`src/rtl/ps2_pkg.sv`:
```
// Shared types and scan-code constants for the PS/2 key sequencer.
package ps2_pkg;

   typedef enum logic {IDLE, ACK} ps2_state_e;

   localparam logic [7:0] PS2_BRK  = 8'hF0;
   localparam logic [7:0] PS2_EXT  = 8'hE0;
   localparam logic [7:0] PS2_ERR0 = 8'h00;
   localparam logic [7:0] PS2_ERR1 = 8'hFF;

   typedef struct packed {
      logic       ext;
      logic [7:0] code;
   } ps2_key_t;

endpackage

```
`src/rtl/ps2_prefix_timer.sv`:
```
// Idle timer for pending F0/E0 prefixes: reloads on every captured byte,
// counts down while enabled and pulses expire for one cycle on reaching zero.
module ps2_prefix_timer #(
   parameter int unsigned TO_CYCLES = 1000000
) (
   input  logic clk,
   input  logic rst,
   input  logic load,
   input  logic clr,
   input  logic en,
   output logic expire
);

   localparam int unsigned W = $clog2(TO_CYCLES + 1);

   logic [W-1:0] cnt;

   always_ff @(posedge clk or posedge rst) begin
      if (rst) begin
         cnt    <= '0;
         expire <= 1'b0;
      end else begin
         expire <= 1'b0;
         if (load) begin
            cnt <= W'(TO_CYCLES);
         end else if (clr) begin
            cnt <= '0;
         end else if (en && cnt != '0) begin
            cnt    <= cnt - W'(1);
            expire <= (cnt == W'(1));
         end
      end
   end

endmodule

```
`src/rtl/ps2_key_sequencer.sv`:
```
// Pops scan-code bytes from the ps2_keyboard FIFO and turns set-2 make/break/extended
// sequences into single key events with held-key tracking and a press counter.
module ps2_key_sequencer
   import ps2_pkg::*;
#(
   parameter int unsigned CNT_W         = 8,
   parameter int unsigned TO_CYCLES     = 1000000,
   parameter bit          REPEAT_FILTER = 1'b1
) (
   input  logic             clk,
   input  logic             rst,
   input  logic             ready,
   input  logic [7:0]       data,
   input  logic             overflow,
   input  logic             err_clr,
   output logic             nextdata_n,
   output logic             key_valid,
   output logic [7:0]       key_code,
   output logic             key_ext,
   output logic             key_make,
   output logic             key_down,
   output logic [CNT_W-1:0] press_cnt,
   output logic             err_ovf
);

   ps2_state_e       state, state_d;
   logic [7:0]       byte_q, byte_d;
   logic             brk_pend, brk_d, ext_pend, ext_d;
   logic             valid_d, kext_d, make_d, down_d, err_d;
   logic [7:0]       code_d;
   logic [CNT_W-1:0] cnt_d;
   ps2_key_t         held_q, held_d, cur;
   logic             capture, tmr_expire;

   assign cur = {ext_pend, byte_q};

   ps2_prefix_timer #(.TO_CYCLES(TO_CYCLES)) u_timer (
      .clk    (clk),
      .rst    (rst),
      .load   (capture),
      .clr    (overflow),
      .en     (brk_pend | ext_pend),
      .expire (tmr_expire)
   );

   always_ff @(posedge clk or posedge rst) begin
      if (rst) begin
         state      <= IDLE;
         byte_q     <= '0;
         brk_pend   <= 1'b0;
         ext_pend   <= 1'b0;
         held_q     <= '0;
         nextdata_n <= 1'b1;
         key_valid  <= 1'b0;
         key_code   <= '0;
         key_ext    <= 1'b0;
         key_make   <= 1'b0;
         key_down   <= 1'b0;
         press_cnt  <= '0;
         err_ovf    <= 1'b0;
      end else begin
         state      <= state_d;
         byte_q     <= byte_d;
         brk_pend   <= brk_d;
         ext_pend   <= ext_d;
         held_q     <= held_d;
         nextdata_n <= (state_d != ACK);
         key_valid  <= valid_d;
         key_code   <= code_d;
         key_ext    <= kext_d;
         key_make   <= make_d;
         key_down   <= down_d;
         press_cnt  <= cnt_d;
         err_ovf    <= err_d;
      end
   end

   always_comb begin
      state_d = state;
      byte_d  = byte_q;
      brk_d   = brk_pend;
      ext_d   = ext_pend;
      held_d  = held_q;
      valid_d = 1'b0;
      code_d  = key_code;
      kext_d  = key_ext;
      make_d  = key_make;
      down_d  = key_down;
      cnt_d   = press_cnt;
      err_d   = err_ovf & ~err_clr;
      capture = 1'b0;
      case (state)
         IDLE: begin
            if (ready) begin
               capture = 1'b1;
               byte_d  = data;
               state_d = ACK;
            end
         end
         ACK: begin
            state_d = IDLE;
            // overflow in the pop cycle discards the byte entirely
            if (!overflow) begin
               if (byte_q == PS2_BRK) begin
                  brk_d = 1'b1;
               end else if (byte_q == PS2_EXT) begin
                  ext_d = 1'b1;
               end else if (byte_q == PS2_ERR0 || byte_q == PS2_ERR1) begin
                  brk_d = 1'b0;
                  ext_d = 1'b0;
                  err_d = 1'b1;
               end else begin
                  brk_d = 1'b0;
                  ext_d = 1'b0;
                  if (!brk_pend) begin
                     if (!(REPEAT_FILTER && key_down && held_q == cur)) begin
                        valid_d = 1'b1;
                        code_d  = byte_q;
                        kext_d  = ext_pend;
                        make_d  = 1'b1;
                        down_d  = 1'b1;
                        held_d  = cur;
                        cnt_d   = press_cnt + CNT_W'(1);
                     end
                  end else begin
                     valid_d = 1'b1;
                     code_d  = byte_q;
                     kext_d  = ext_pend;
                     make_d  = 1'b0;
                     if (key_down && held_q == cur) down_d = 1'b0;
                  end
               end
            end
         end
         default: state_d = IDLE;
      endcase
      if (tmr_expire) begin
         brk_d = 1'b0;
         ext_d = 1'b0;
      end
      if (overflow) begin
         brk_d = 1'b0;
         ext_d = 1'b0;
         err_d = 1'b1;
      end
   end

endmodule

```
`config.mk`:
```
export PLATFORM = sky130hd
export DESIGN_NAME = ps2_key_sequencer
export DESIGN_NICKNAME = d
export VERILOG_FILES = /design/src/rtl/ps2_pkg.sv /design/src/rtl/ps2_prefix_timer.sv /design/src/rtl/ps2_key_sequencer.sv
export SDC_FILE = /design/constraint.sdc
export NUM_CORES = 1
export LEC_CHECK = 0
export ABC_AREA = 1
export BUFFER_PORTS_ARGS = -buffer_cell sky130_fd_sc_hd__buf_2
export CORE_MARGIN = 2
export CORE_UTILIZATION = 30
export CTS_CLUSTER_DIAMETER = 60
export CTS_CLUSTER_SIZE = 25
export DETAILED_ROUTE_END_ITERATION = 6
export GPL_TIMING_DRIVEN = 0
export PLACE_DENSITY = 0.46
export SLEW_MARGIN = 0
export SYNTH_ARGS = -nofsm -noshare
export SYNTH_HDL_FRONTEND = slang
export SYNTH_HIERARCHICAL = 1
export SYNTH_SLANG_ARGS = --single-unit
```
`constraint.sdc`:
```
create_clock -name clk -period 2.8 [get_ports clk]
set_input_delay 0 -clock clk [delete_from_list [all_inputs] [get_ports clk]]
set_output_delay 0 -clock clk [all_outputs]
set_load 0.03 [all_outputs]
```
==> metrics.md, run 1 <==
| Metric | Value |
|---|---|
| Largest net degree at the start of global routing | `39` |
| First-pass GRT wire length | `15200 um` |
| CTS buffer count | `9` |
| Least-Margin Pin Slew | `0.854 ns` |
| Drt first pass iters | `4` |
| Starting Density | `30.8%` |
| Post-synth top area share | `42.0%` |
| Final Hold Fails | `0` |
| Antenna cells | `0` |
| Synth Cell Area | `3700 sq um` |
| Root buf cell | `clkbuf_16` |
| Worst slew margin | `43.0%` |
| Core ar. | `12000 sq um` |
| Synth Instances | `479` |
| Worst-Skew Late Latency | `0.33 ns` |
| Vias per std cell | `4.60` |
| HPWL after DPL | `6250 um` |
| Fmax | `420 MHz` |
| Routability Congestion | `0.768` |
| Nets | `553` |
| Syn Area/Cell | `7.72 sq um` |
| Clk pin slew, worst setup/hold paths | `0.05 ns` |
| Crit end category | `flop` |
| Max Cap Viol | `0` |
| DR iter-0 viols | `183` |
| Die Span Y | `115 um` |
| Placed cell count | `661` |
| Area growth syn-to-layout | `23.1%` |
| Clock buffer depth | `2` |
| Yosys warnings | `6` |
| CTS tree | `built` |
| Final period util | `85.1%` |
| Clock skew | `0.00475 ns` |
| Final Setup Violations | `0` |
| Global-route usage over all layers | `14.8%` |
| Final Max Tran Viols | `0` |
| Clock sink count | `63` |
| Sequential-to-total area share from yosys stat | `42.7%` |
| Total die area | `13200 sq um` |
| Synth area leader | `dfrtp_1` |
| Status | `completed` |
| GR Overflow Total | `0` |
| Final Critical Period | `2.38 ns` |
| Flops & latches, synth | `63` |
| RSZ-0062 raised after global routing | `no` |
| Final non-filler cell total | `688` |
| Antenna Nets Post-Route | `0` |
| WP data required | `3.02 ns` |
| Number of global-route vias before repair | `3097` |
| Critical path class | `reg2reg` |
| Initial antenna violation count | `0` |
| Setup TNS | `0 ns` |
| Crit Path Max Fanout | `13` |
| PD cells | `787 nW/um^2` |
| Library cells used by synthesis | `32` |
| Synth top area cells | `dfrtp_1 (42%), nand2_1 (15%), nor2_1 (5.6%)` |
| DR WL/cell | `12.9 um` |
| Level count of the clock H-tree | `3` |
| Synthesized net count | `496` |
| DR vias | `3166` |
| Worst VDD drop | `0.396 mV` |
| Boundary Pins | `35` |
| Routed Wire Length | `8870 um` |
| DRC errors left | `0` |
| Hold Path Class | `in2reg` |
| Row count | `40` |
| Die Wd | `115 um` |
| Arr. time, crit path | `2.60 ns` |
| CP Launch Type | `flop` |
| IO Port Bufs | `34` |
| Leak | `0.00234 uW` |
| Share of cells above drive strength 1 | `21.4%` |
stage by stage:
stage                     hold slack (ns)  cell area, sq um  worst slack, ns  util (%)  total power (uW)
after global placement              0.155              4050            0.388      33.7              2170
after CTS                          0.0217              4550            0.353      37.9              3630
after floorplan                   -0.0235              3700             1.04         -              1950
after global routing               0.0489              4550            0.120      37.9              3810
final                              0.0277              4550            0.418      37.9              3580
after detailed placement          -0.0913              4070            0.359      33.9              2190
cell usage after synthesis, drive strengths merged:
| cell | number |
|---|---|
| nand3 | 35 |
| nand4 | 19 |
| ha | 4 |
| nor2 | 70 |
| or2 | 3 |
| buf | 9 |
| inv | 51 |
| dfrtp | 62 |
| a21oi | 6 |
| clkinv | 3 |
| dfstp | 1 |
| a211o | 1 |
| nand2 | 172 |
| xnor2 | 7 |
| xor2 | 5 |
| nor3 | 4 |
| clkbuf | 2 |
| o21ai | 22 |
| o21bai | 3 |
critical path, stage by stage (launching register included):
cell and delay (ns):
dfrtp_1 0.40, inv_1 0.08, nand2_1 0.08, clkinv_1 0.21, clkbuf_1 0.33, nor2_1 0.61
nand2_4 0.20, buf_6 0.21, nand3_2 0.07, nand2_1 0.06
registers in the layout (all words and copies together), names as in the netlist:
signal,cells
brk_pend,1
byte_q,8
err_ovf,1
ext_pend,1
held_q,9
key_code,8
key_down,1
key_ext,1
key_make,1
key_valid,1
nextdata_n,1
press_cnt,8
state,1
u_timer/cnt,20
u_timer/expire,1
layout by cell type, fill, tap and decap left out, types with 4 or more instances in the layout:
cell / netlist / routed
bufinv_16: 0 / 4
nand3_2: 4 / 4
dfrtp_1: 62 / 62
clkbuf_16: 0 / 9
nand2_1: 149 / 149
nor3_1: 4 / 4
inv_2: 5 / 6
nand4_1: 19 / 19
nor2_4: 5 / 5
nand3_1: 28 / 28
a21oi_1: 6 / 6
inv_1: 46 / 45
xnor2_1: 7 / 7
buf_6: 5 / 5
nor2_1: 55 / 55
nor2_2: 8 / 8
o21ai_2: 4 / 4
dlygate4sd3_1: 0 / 11
buf_2: 2 / 36
o21ai_0: 15 / 15
nand2_4: 5 / 5
ha_1: 4 / 4
xor2_1: 5 / 5
nand2_2: 18 / 18
logic make-up (layout without fill, tap and decap cells):
family	after synthesis	after routing	share of synthesized area, %
AOI/OAI and AO/OA	32	32	5.04
xor gates and xnor gates	12	12	2.84
adders and majority gates	4	4	1.35
buffers and inverters	65	127	8.29
DFF	63	63	42.7
and+or+nand+nor	303	303	39.8
power by group:
group / internal [uW] / switching, uW
logic: 327 / 636
clock network: 986 / 416
registers: 1060 / 156
per-layer routing:
| metal | share of wire [%] | track usage, % |
|---|---|---|
| met5 | 0 | 0 |
| met1 | 46 | 18.4 |
| met4 | 1.4 | 4.50 |
| met2 | 48 | 24.7 |
| met3 | 4.4 | 4.69 |
repair_timing:
| action | CTS | global route |
|---|---|---|
| endpoints found under the hold margin | 72 | 0 |
| setup endpoints to repair | 0 | 0 |
| buffers inserted | 0 | 0 |
| resized for setup | 0 | 0 |
| hold buffers | 11 | 0 |
final cells by class:
cell class,count,area [sq um]
plain buffers,11,104
clock buffers,11,243
clock inverters,5,129
fillers,1246,7460
inverters,54,203
multi-input cells,351,1810
flip-flops and latches,63,1580
well taps,147,184
repair buffers,46,300
worst paths after layout:
path	start	to	slack (ns)	depth (start not counted)
hold reg to reg	key_make	key_make	0.46	2
setup reg to reg	state	u_timer/cnt[13]	0.42	9
hold / removal	overflow	err_ovf	0.03	2
max in group asynchronous	rst	u_timer/cnt[1]	1.86	3
setup / recovery	state	u_timer/cnt[13]	0.42	9
min in group asynchronous	rst	press_cnt[4]	0.10	3
Power figures use the tool's default switching activity.
==> run 2, diff against run 1 <==
Settings changed: CORE_UTILIZATION 30 to 35, PLACE_DENSITY 0.46 to 0.52.
==> metrics.md, run 2 (same netlist as run 1, synthesis figures left out) <==
| Metric | Value |
|---|---|
| Worst-Skew Late Latency | `0.35 ns (+0.02 ns)` |
| Boundary Pins | `35 (unchanged)` |
| Arr. time, crit path | `2.64 ns (+0.04 ns)` |
| HP Start | `err_clr` |
| Filler cells | `1102 (-12%)` |
| Cell Area, Placed | `4060 sq um (-0.34%)` |
| Row count | `37 (-7.5%)` |
| Setup TNS | `0 ns (unchanged)` |
| Area growth syn-to-layout | `17.8%` |
| IO Port Bufs | `34 (unchanged)` |
| Vias per std cell | `4.68 (+1.6%)` |
| WP data required | `3.03 ns (about the same)` |
| First-pass GRT wire length | `15200 um (+0.14%)` |
| Starting Density | `36.0% (+5.2 points)` |
| Status | `completed` |
| Final Critical Period | `2.40 ns (+0.0213 ns)` |
| Largest net degree at the start of global routing | `34 (-13%)` |
| DRC errors left | `0 (unchanged)` |
| Leak | `0.00225 uW (-3.8%)` |
| Max Cap Viol | `0 (unchanged)` |
| Clock skew | `0.0127 ns (+0.00796 ns)` |
| Commonest non-fill, non-tap cell in the layout | `nand2_1` |
| Biggest register | `u_timer/cnt` |
| DR WL/cell | `13.1 um (+1.3%)` |
| CTS buffer count | `9 (unchanged)` |
| Hold Path Stages | `3 (+1)` |
| Hold EP | `err_ovf` |
| Least-Margin Pin Slew | `0.904 ns (+0.0506 ns)` |
| Initial antenna violation count | `0 (unchanged)` |
| Top Registers | `u_timer/cnt: 20 flops, held_q: 9 flops` |
| Clock buffer depth | `2 (unchanged)` |
| Post-CTS Setup Inserts | `0 (unchanged)` |
| Drt first pass iters | `4 (unchanged)` |
| Nets | `552 (-0.18%)` |
| Sequential power share | `40.8% (+6.8 points)` |
| CTS tree | `built` |
| Routed Wire Length | `8840 um (-0.43%)` |
| Worst R2R End | `u_timer/cnt[13]` |
| Proportion of power drawn by combinational gates | `32.2% (+5.3 points)` |
| DR vias | `3161 (-0.16%)` |
| Worst slew margin | `39.7% (-3.4 points)` |
| Clock sink count | `63 (unchanged)` |
| RSZ-0062 raised after global routing | `no` |
| Depth of the worst register-to-register path | `9 (unchanged)` |
| Final Cell Area | `4350 sq um (-4.4%)` |
| Final Hold Fails | `0 (unchanged)` |
| Max reg flops | `20 (unchanged)` |
| Final Setup Violations | `0 (unchanged)` |
| Worst VDD drop | `0.248 mV (-37%)` |
| GR Overflow Total | `0 (unchanged)` |
| Commonest cells after routing, fill and taps aside | `nand2_1 (149), dfrtp_1 (62), nor2_1 (55)` |
| Clk pin slew, worst setup/hold paths | `0.07 ns (+0.02 ns)` |
| Die Span Y | `107 um (-7.2%)` |
| Final period util | `85.8% (+0.76 points)` |
| Fmax | `416 MHz (-0.89%)` |
| Placed cell count | `650 (-1.7%)` |
| Routability Congestion | `0.808 (+5.2%)` |
| Level count of the clock H-tree | `3 (unchanged)` |
| Final Max Tran Viols | `0 (unchanged)` |
| Switch Pwr | `1180 uW (-2.1%)` |
| Crit Path Max Fanout | `13 (unchanged)` |
| Critical path class | `reg2reg` |
| Final non-filler cell total | `676 (-1.7%)` |
| Hold Buf Count CTS | `10 (-1)` |
| CP Launch Type | `flop` |
| Crit end category | `flop` |
| Antenna Nets Post-Route | `0 (unchanged)` |
| Number of global-route vias before repair | `3204 (+3.5%)` |
| Share of cells above drive strength 1 | `21.7% (+0.22 points)` |
| DR iter-0 viols | `117 (-36%)` |
| Antenna cells | `0 (unchanged)` |
| Post-cts sizing count | `0 (unchanged)` |
| Die Wd | `107 um (-7.2%)` |
| Sw Share | `39.6% (+5.9 points)` |
| Root buf cell | `clkbuf_8` |
| Total die area | `11400 sq um (-14%)` |
| Core ar. | `10300 sq um (-14%)` |
| HPWL after DPL | `6280 um (+0.44%)` |
| Hold Path Class | `in2reg` |
| Clk network pwr share | `27.1% (-12 points)` |
| R2R Setup Slk | `0.40 ns (-0.02 ns)` |
| Global-route usage over all layers | `16.9% (+2.1 points)` |
| Worst R2R Start | `state` |
| PD cells | `685 nW/um^2 (-13%)` |
| Internal | `1800 uW (-24%)` |
-- run 2: layer usage --
layer  vias to the layer above  track usage (%)  wire (um)
met5                         -                0          0
met4                         0             4.45         68
met3                         8             4.13        282
met2                        37             29.7       4490
met1                      1500             20.7       4000
li1                       1616                -          -
-- run 2: worst max-delay path, stage by stage, from the launching register on --
cell and delay [ns]:
dfrtp_1 0.40, inv_1 0.08, nand2_1 0.09, clkinv_1 0.24, clkbuf_1 0.34, nor2_1 0.58
nand2_4 0.20, buf_6 0.21, nand3_2 0.07, nand2_1 0.06
-- run 2: through the flow --
step | setup WS [ns] | utilization, % | hold WS [ns] | total power, uW
finish | 0.397 | 42.4 | 0.0192 | 2980
global route | 0.159 | 42.4 | 0.0108 | 3200
CTS | 0.366 | 42.4 | 0.0250 | 3020
detailed placement | 0.378 | 39.5 | -0.0463 | 2190
global placement | 0.414 | 39.3 | 0.153 | 2160
floorplan | 1.04 | - | -0.0235 | 1950
-- run 2: how the worst max path moves through the flow --
stage | startpoint | depth (start not counted) | endpoint | slack [ns]
after detailed placement | state | 9 | u_timer/cnt[13] | 0.38
after global placement | state | 9 | u_timer/cnt[3] | 0.41
final | state | 9 | u_timer/cnt[13] | 0.40
after global routing | state | 9 | u_timer/cnt[13] | 0.16
after CTS | state | 9 | u_timer/cnt[13] | 0.37
after floorplan | state | 9 | u_timer/cnt[13] | 1.04
-- run 2: power by group through the flow --
stage | Sequential (uW) | Clock [uW] | Combinational (uW)
after floorplan | 1320 | 0 | 630
after global placement | 1230 | 0 | 936
after detailed placement | 1230 | 0 | 957
after CTS | 1220 | 833 | 970
after global routing | 1240 | 875 | 1090
final | 1220 | 807 | 959
-- run 2: final cells by class --
cell class / count / area (sq um) / area share [%]
inverters: 54 / 203 / 4.66
well taps: 136 / 170 / 3.91
clock buffers: 9 / 124 / 2.84
plain buffers: 11 / 104 / 2.39
multi-input cells: 351 / 1810 / 41.6
clock inverters: 7 / 72.6 / 1.67
flip-flops and latches: 63 / 1580 / 36.2
repair buffers: 45 / 290 / 6.67
